==> config.mk <==
export PLATFORM = sky130hd
export DESIGN_NAME = led_mode_ctrl
export DESIGN_NICKNAME = d
export VERILOG_FILES = /design/src/rtl/led_ctrl_pkg.sv /design/src/rtl/led_mode_ctrl_debounce.sv /design/src/rtl/led_mode_ctrl.sv
export SDC_FILE = /design/constraint.sdc
export NUM_CORES = 1
export LEC_CHECK = 0
export ABC_AREA = 1
export BUFFER_PORTS_ARGS = -buffer_cell sky130_fd_sc_hd__clkbuf_2
export CAP_MARGIN = 15
export CORE_UTILIZATION = 63
export CTS_CLUSTER_SIZE = 16
export DETAILED_ROUTE_END_ITERATION = 16
export PLACE_DENSITY_LB_ADDON = 0.08
export SLEW_MARGIN = 20
export SYNTH_ARGS = -nofsm -noshare
export SYNTH_HDL_FRONTEND = slang
export SYNTH_SLANG_ARGS = --single-unit
==> constraint.sdc <==
create_clock -name clk -period 2.1 [get_ports clk]
set_input_delay 0.105 -clock clk [delete_from_list [all_inputs] [get_ports clk]]
set_output_delay 0.105 -clock clk [all_outputs]
set_load 0.01 [all_outputs]
==> src/rtl/led_ctrl_pkg.sv <==
// Shared types and constants for the LED mode/speed controller.
package led_ctrl_pkg;

    localparam int LED_W = 8;
    localparam logic [1:0] SPEED_MAX = 2'd3;

    // Pattern end points that turn the bounce around.
    localparam logic [LED_W-1:0] LED_MSB = 8'h80;
    localparam logic [LED_W-1:0] LED_LSB = 8'h01;

    // Seed loaded into the pattern register on entering each mode.
    localparam logic [LED_W-1:0] SEED_ROT_R  = 8'h80;
    localparam logic [LED_W-1:0] SEED_ROT_L  = 8'h01;
    localparam logic [LED_W-1:0] SEED_BOUNCE = 8'h80;
    localparam logic [LED_W-1:0] SEED_BLINK  = 8'hFF;

    typedef enum logic [1:0] {
        ROT_R  = 2'd0,
        ROT_L  = 2'd1,
        BOUNCE = 2'd2,
        BLINK  = 2'd3
    } mode_t;

    typedef enum logic {
        DIR_RIGHT = 1'b0,
        DIR_LEFT  = 1'b1
    } dir_t;

    function automatic mode_t next_mode(input mode_t m);
        case (m)
            ROT_R:   return ROT_L;
            ROT_L:   return BOUNCE;
            BOUNCE:  return BLINK;
            default: return ROT_R;
        endcase
    endfunction

    function automatic logic [LED_W-1:0] seed_of(input mode_t m);
        case (m)
            ROT_R:   return SEED_ROT_R;
            ROT_L:   return SEED_ROT_L;
            BOUNCE:  return SEED_BOUNCE;
            default: return SEED_BLINK;
        endcase
    endfunction

endpackage

==> src/rtl/led_mode_ctrl_debounce.sv <==
// Button conditioner: 2-FF synchronizer, stability counter and a single
// registered pulse for every accepted 0->1 level change.
module btn_debounce #(
    parameter int unsigned DEBOUNCE_CYC = 1000000
) (
    input  logic clk,
    input  logic rst,
    input  logic raw,
    output logic pulse
);

    localparam int CNT_W = (DEBOUNCE_CYC > 1) ? $clog2(DEBOUNCE_CYC) : 1;
    localparam logic [CNT_W-1:0] CNT_LAST = CNT_W'(DEBOUNCE_CYC - 1);

    logic             sync1;
    logic             sync2;
    logic             level;
    logic [CNT_W-1:0] cnt;

    // Bring the raw button into the clk domain.
    // NOTE: clocked blocks use non-blocking assignments so sync2 takes sync1's pre-edge value.
    always_ff @(posedge clk or negedge rst) begin
        if (!rst) begin
            sync1 <= 1'b0;
            sync2 <= 1'b0;
        end else begin
            sync1 <= raw;
            sync2 <= sync1;
        end
    end

    // Accept a new level after DEBOUNCE_CYC consecutive cycles; pulse on accepted rises.
    always_ff @(posedge clk or negedge rst) begin
        if (!rst) begin
            level <= 1'b0;
            cnt   <= '0;
            pulse <= 1'b0;
        end else begin
            pulse <= 1'b0;
            if (sync2 == level) begin
                cnt <= '0;
            end else if (cnt == CNT_LAST) begin
                level <= sync2;
                pulse <= sync2;
                cnt   <= '0;
            end else begin
                cnt <= cnt + 1'b1;
            end
        end
    end

endmodule

==> src/rtl/led_mode_ctrl.sv <==
// LED bank mode/speed controller: debounced buttons select one of four
// patterns and the step rate; a pause switch freezes the pattern.
// Optional build macro LED_DIM_EN adds a registered 25% duty gate on led.
module led_mode_ctrl
    import led_ctrl_pkg::*;
#(
    parameter int unsigned CLK_HZ       = 100000000,
    parameter int unsigned TICK_BASE    = 25000000,
    parameter int unsigned DEBOUNCE_CYC = 1000000
) (
    input  logic             clk,
    input  logic             rst,
    input  logic             btn_mode,
    input  logic             btn_faster,
    input  logic             btn_slower,
    input  logic             pause,
    output logic [LED_W-1:0] led,
    output logic [1:0]       mode,
    output logic [1:0]       speed
);

    logic             mode_p;
    logic             fast_p;
    logic             slow_p;
    logic             pause_meta;
    logic             pause_s;

    mode_t            mode_q, mode_d;
    dir_t             dir_q, dir_d;
    logic [LED_W-1:0] pat_q, pat_d;
    logic [1:0]       speed_q, speed_d;
    logic [31:0]      tick_q, tick_d;

    logic [31:0]      period_m1;
    logic             step;
    logic             speed_up;
    logic             speed_dn;

    btn_debounce #(.DEBOUNCE_CYC(DEBOUNCE_CYC)) u_db_mode (
        .clk(clk), .rst(rst), .raw(btn_mode), .pulse(mode_p)
    );
    btn_debounce #(.DEBOUNCE_CYC(DEBOUNCE_CYC)) u_db_faster (
        .clk(clk), .rst(rst), .raw(btn_faster), .pulse(fast_p)
    );
    btn_debounce #(.DEBOUNCE_CYC(DEBOUNCE_CYC)) u_db_slower (
        .clk(clk), .rst(rst), .raw(btn_slower), .pulse(slow_p)
    );

    // Pause is a level switch: synchronize only, no debounce.
    always_ff @(posedge clk or negedge rst) begin
        if (!rst) begin
            pause_meta <= 1'b0;
            pause_s    <= 1'b0;
        end else begin
            pause_meta <= pause;
            pause_s    <= pause_meta;
        end
    end

    assign period_m1 = (TICK_BASE >> speed_q) - 32'd1;
    assign step      = !pause_s && (tick_q == period_m1);
    // Opposing pulses in the same cycle cancel; saturated presses do nothing.
    assign speed_up  = fast_p && !slow_p && (speed_q != SPEED_MAX);
    assign speed_dn  = slow_p && !fast_p && (speed_q != 2'd0);

    // Next-state logic: mode change wins over a step, speed change clears the timebase.
    // NOTE: every signal gets a default first so no branch can infer a latch.
    always_comb begin
        mode_d  = mode_q;
        dir_d   = dir_q;
        pat_d   = pat_q;
        speed_d = speed_q;
        tick_d  = tick_q;

        if (speed_up) begin
            speed_d = speed_q + 2'd1;
        end else if (speed_dn) begin
            speed_d = speed_q - 2'd1;
        end

        if (mode_p) begin
            mode_d = next_mode(mode_q);
            pat_d  = seed_of(mode_d);
            dir_d  = DIR_RIGHT;
            tick_d = '0;
        end else begin
            if (!pause_s) begin
                tick_d = step ? 32'd0 : tick_q + 32'd1;
                if (step) begin
                    case (mode_q)
                        ROT_R:  pat_d = {pat_q[0], pat_q[LED_W-1:1]};
                        ROT_L:  pat_d = {pat_q[LED_W-2:0], pat_q[LED_W-1]};
                        BOUNCE: begin
                            if (dir_q == DIR_RIGHT) begin
                                pat_d = pat_q >> 1;
                                if (pat_d == LED_LSB) dir_d = DIR_LEFT;
                            end else begin
                                pat_d = pat_q << 1;
                                if (pat_d == LED_MSB) dir_d = DIR_RIGHT;
                            end
                        end
                        default: pat_d = ~pat_q;
                    endcase
                end
            end
            if (speed_up || speed_dn) tick_d = '0;
        end
    end

    // State register for mode, pattern, direction, speed and timebase.
    always_ff @(posedge clk or negedge rst) begin
        if (!rst) begin
            mode_q  <= ROT_R;
            dir_q   <= DIR_RIGHT;
            pat_q   <= SEED_ROT_R;
            speed_q <= 2'd0;
            tick_q  <= '0;
        end else begin
            mode_q  <= mode_d;
            dir_q   <= dir_d;
            pat_q   <= pat_d;
            speed_q <= speed_d;
            tick_q  <= tick_d;
        end
    end

    assign mode  = mode_q;
    assign speed = speed_q;

`ifdef LED_DIM_EN
    logic [1:0] dim_cnt;

    // Free-running duty counter gating a registered copy of the pattern.
    always_ff @(posedge clk or negedge rst) begin
        if (!rst) begin
            dim_cnt <= 2'd0;
            led     <= SEED_ROT_R;
        end else begin
            dim_cnt <= dim_cnt + 2'd1;
            led     <= pat_q & {LED_W{dim_cnt == 2'd0}};
        end
    end
`else
    assign led = pat_q;
`endif

endmodule

==> flow_summary.toml <==
[status]
status = "complete, no violations"

[place]
gp_congestion = 0.929
detailed_place.area_mm2 = 0.00747
port_buffers = 17
dp_slack_ns = -0.217
hpwl_mm = 11.9

[floorplanning]
core_mm2 = 0.0109
rows = 38
start_util_pct = 65.4
chipWidth_um = 109
die_area_mm2 = 0.0118
boundaryPins = 18
die_y_um = 109

[logic_synthesis]
ys_ff_latch = 119
synth_cell_types = 39
synth_area_leader_cell = "dfrtp_1"
synth_ff_type = "dfrtp_1"
async_flop_share_pct = 100
synth_area_per_cell_um2 = 7.04
yosys_warnings = 0
yosys-top-cells-count = "288 x nand2_1, 159 x nor2_1, 123 x inv_1, 118 x dfrtp_1, 67 x nand3_1"
synth_edf_count = 0
mappedNetlistArea_mm2 = 0.00715
ys_top_cells_by_area = "dfrtp_1 41%, nand2_1 15%, nor2_1 8.3%, inv_1 6.5%, nand3_1 4.7%"
synth-seq-area-share_pct = 41.7
synthCells = 1015
yosysTopAreaCellShare_pct = 41.3
synth_nets = 1031
synth_most_common_cell = "nand2_1"

[global_route]
grt_pass1_wl_mm = 28.7
grt_pass1_vias = 6076
antenna_found_initial = 0
grt_max_degree = 70
track_usage_pct = 31.9
gr-total-overflow = 0

[worst_setup_path]
critPathLaunchType = "register"
rr_worst_depth = 13
setup.worst_path.end_class = "register"
crit_arrival_ns = 2.29
rrSetupSlack_ns = 0.12
cp_max_fo = 5
rr_startpoint = "speed[0]$_DFFE_PN0P_"
cp.required_ns = 2.40
critPathKind = "register to register"
r2r-end = "tick_q[19]$_DFFE_PN0P_"

[run]
cap_violations = 0

[cells_and_area]
n_antenna_cell = 0
area_growth_pct = 14.6
multi_input_area_mm2 = 0.00367
fill_cells = 865
final-seq-area_mm2 = 0.00298
final_util_pct = 74.9
nNetsFinal = 1082
drive_gt1_share_pct = 10.6
final_area_mm2 = 0.00819

[worst_hold_path]
hold_path.class = "input pin to async pin"

[pwr]
leakage_nw = 3.77
ir_drop_v = 0.000747
power_density_mw_per_mm2 = 671
finalPower_mw = 5.50

[clock_tree]
clockBufferDepth = 2
clock_latency_ns = 0.42
cts_tree = "done"
cts_made_buffers = 17
clkSinkCount = 119
cts_root_buffer = "clkbuf_16"
clk_pin_slew_ns = 0.06
h-tree-depth = 4

[drt]
num_vias = 6726
firstDrtPassIters = 5
drt_iter0_markers = 613
detail-route-antenna-nets = 0
wirelength_mm = 17.6
drt-wirelength-per-cell_um = 14.4
drc = 0
routed_via_density = 5.52

[timing]
maxSlewHeadroom_pct = 31.8
setup_slack_ns = 0.117
period_minus_slack_ns = 1.98
finalMaxSlewViolations = 0
worst_pin_slew_ns = 1.02
fin_skew_ns = 0.00773
hold_violations = 0
finalCritPeriodShare_pct = 94.4
fmax_mhz = 504
setup_viol = 0
## sequential cells by signal (all words and copies together), names as in the netlist, 2 cells and up
signal           flops
u_db_mode.cnt       20
u_db_faster.cnt     20
speed                2
mode                 2
tick_q              32
led                  8
u_db_slower.cnt     20
## per-layer routing
layer / part of all wire [%] / routed length [µm] / vias to the layer above / global-route usage, %
li1: - / - / 3358 / -
met1: 45 / 7900 / 3117 / 42.4
met2: 47 / 8250 / 223 / 51.2
met3: 6.2 / 1080 / 28 / 7.72
met4: 2.1 / 369 / 0 / 10.6
met5: 0 / 0 / - / 0
## critical path, stage by stage, from the launching register on
cell and delay, ns:
dfrtp_2 0.47, inv_4 0.09, nand2_4 0.05, ha_4 0.27, inv_1 0.03, nand2_1 0.07
nand3_2 0.06, a21oi_2 0.12, nand2_2 0.07, nor2_4 0.16, nand2_4 0.14, buf_6 0.17
nand4_1 0.08, nand2_1 0.07
## worst max-delay path by stage
stage / startpoint / to / slack, ns / cells after the start
global placement: speed[1]$_DFFE_PN0P_ / tick_q[28]$_DFFE_PN0P_ / -0.07 / 7
detailed placement: speed[1]$_DFFE_PN0P_ / led[0]$_DFFE_PN0P_ / -0.22 / 12
global route: speed[1]$_DFFE_PN0P_ / tick_q[19]$_DFFE_PN0P_ / -0.03 / 12
CTS: speed[0]$_DFFE_PN0P_ / led[0]$_DFFE_PN0P_ / 0.002 / 13
finish: speed[0]$_DFFE_PN0P_ / tick_q[19]$_DFFE_PN0P_ / 0.12 / 13
floorplan: speed[0]$_DFFE_PN0P_ / led[0]$_DFFE_PN0P_ / 0.16 / 14
## cell usage in the layout, fill, tap and decap left out, types with 6 or more instances in the layout
cell type / netlist / routed
a21oi_1: 23 / 22
buf_4: 0 / 21
clkbuf_16: 0 / 17
clkbuf_2: 0 / 16
clkinvlp_4: 0 / 6
dfrtp_1: 118 / 116
ha_1: 10 / 9
inv_1: 123 / 123
nand2_1: 288 / 288
nand3_1: 67 / 66
nand4_1: 29 / 29
nor2_1: 159 / 159
nor3_1: 44 / 44
nor4_1: 6 / 6
o21ai_0: 34 / 34
o21ai_1: 13 / 12
o21ai_2: 7 / 8
o22ai_1: 6 / 6
xnor2_1: 6 / 6
xor2_1: 24 / 24
## area by class of cell
| cell class | count | area share (%) |
|---|---|---|
| clock inverters | 11 | 1.21 |
| flip-flops and latches | 119 | 36.4 |
| multi-input cells | 755 | 44.8 |
| well taps | 140 | 2.14 |
| repair buffers | 45 | 3.96 |
| inverters | 128 | 5.89 |
| clock buffers | 21 | 5.62 |
## report_power, final
part	leakage [nW]	internal, mW	switching, mW	total, mW
logic	1.89	0.0985	0.205	0.304
clock network	0.258	1.68	1.07	2.75
registers	1.62	2.36	0.0853	2.44
## metrics by stage
step	TNS, ns	hold WS (ns)	cells
2_1_floorplan	0	-0.191	1015
3_3_place_gp	-0.378	0.0279	1176
3_5_place_dp	-1.32	0.0309	1176
4_1_cts	0	0.134	1214
5_1_grt	-0.0710	0.163	1219
6_report	0	0.134	1219
## what timing repair did
action,4_1_cts,5_1_grt
endpoints found under the hold margin,48,0
resized for setup,3,9
cloned,1,3
endpoints found under the setup margin,27,34
setup buffers,0,2
pin swaps,1,3
hold buffers,5,0
## kinds of logic after synthesis
logic type	Yosys count	share of synthesized area, %
compound gates	90	7.10
flops	119	41.7
xor+xnor	30	3.67
fa+ha+maj	10	1.75
buf+inv	144	8.21
simple gates	622	37.6
No activity file was read; power rests on OpenSTA's default activity.
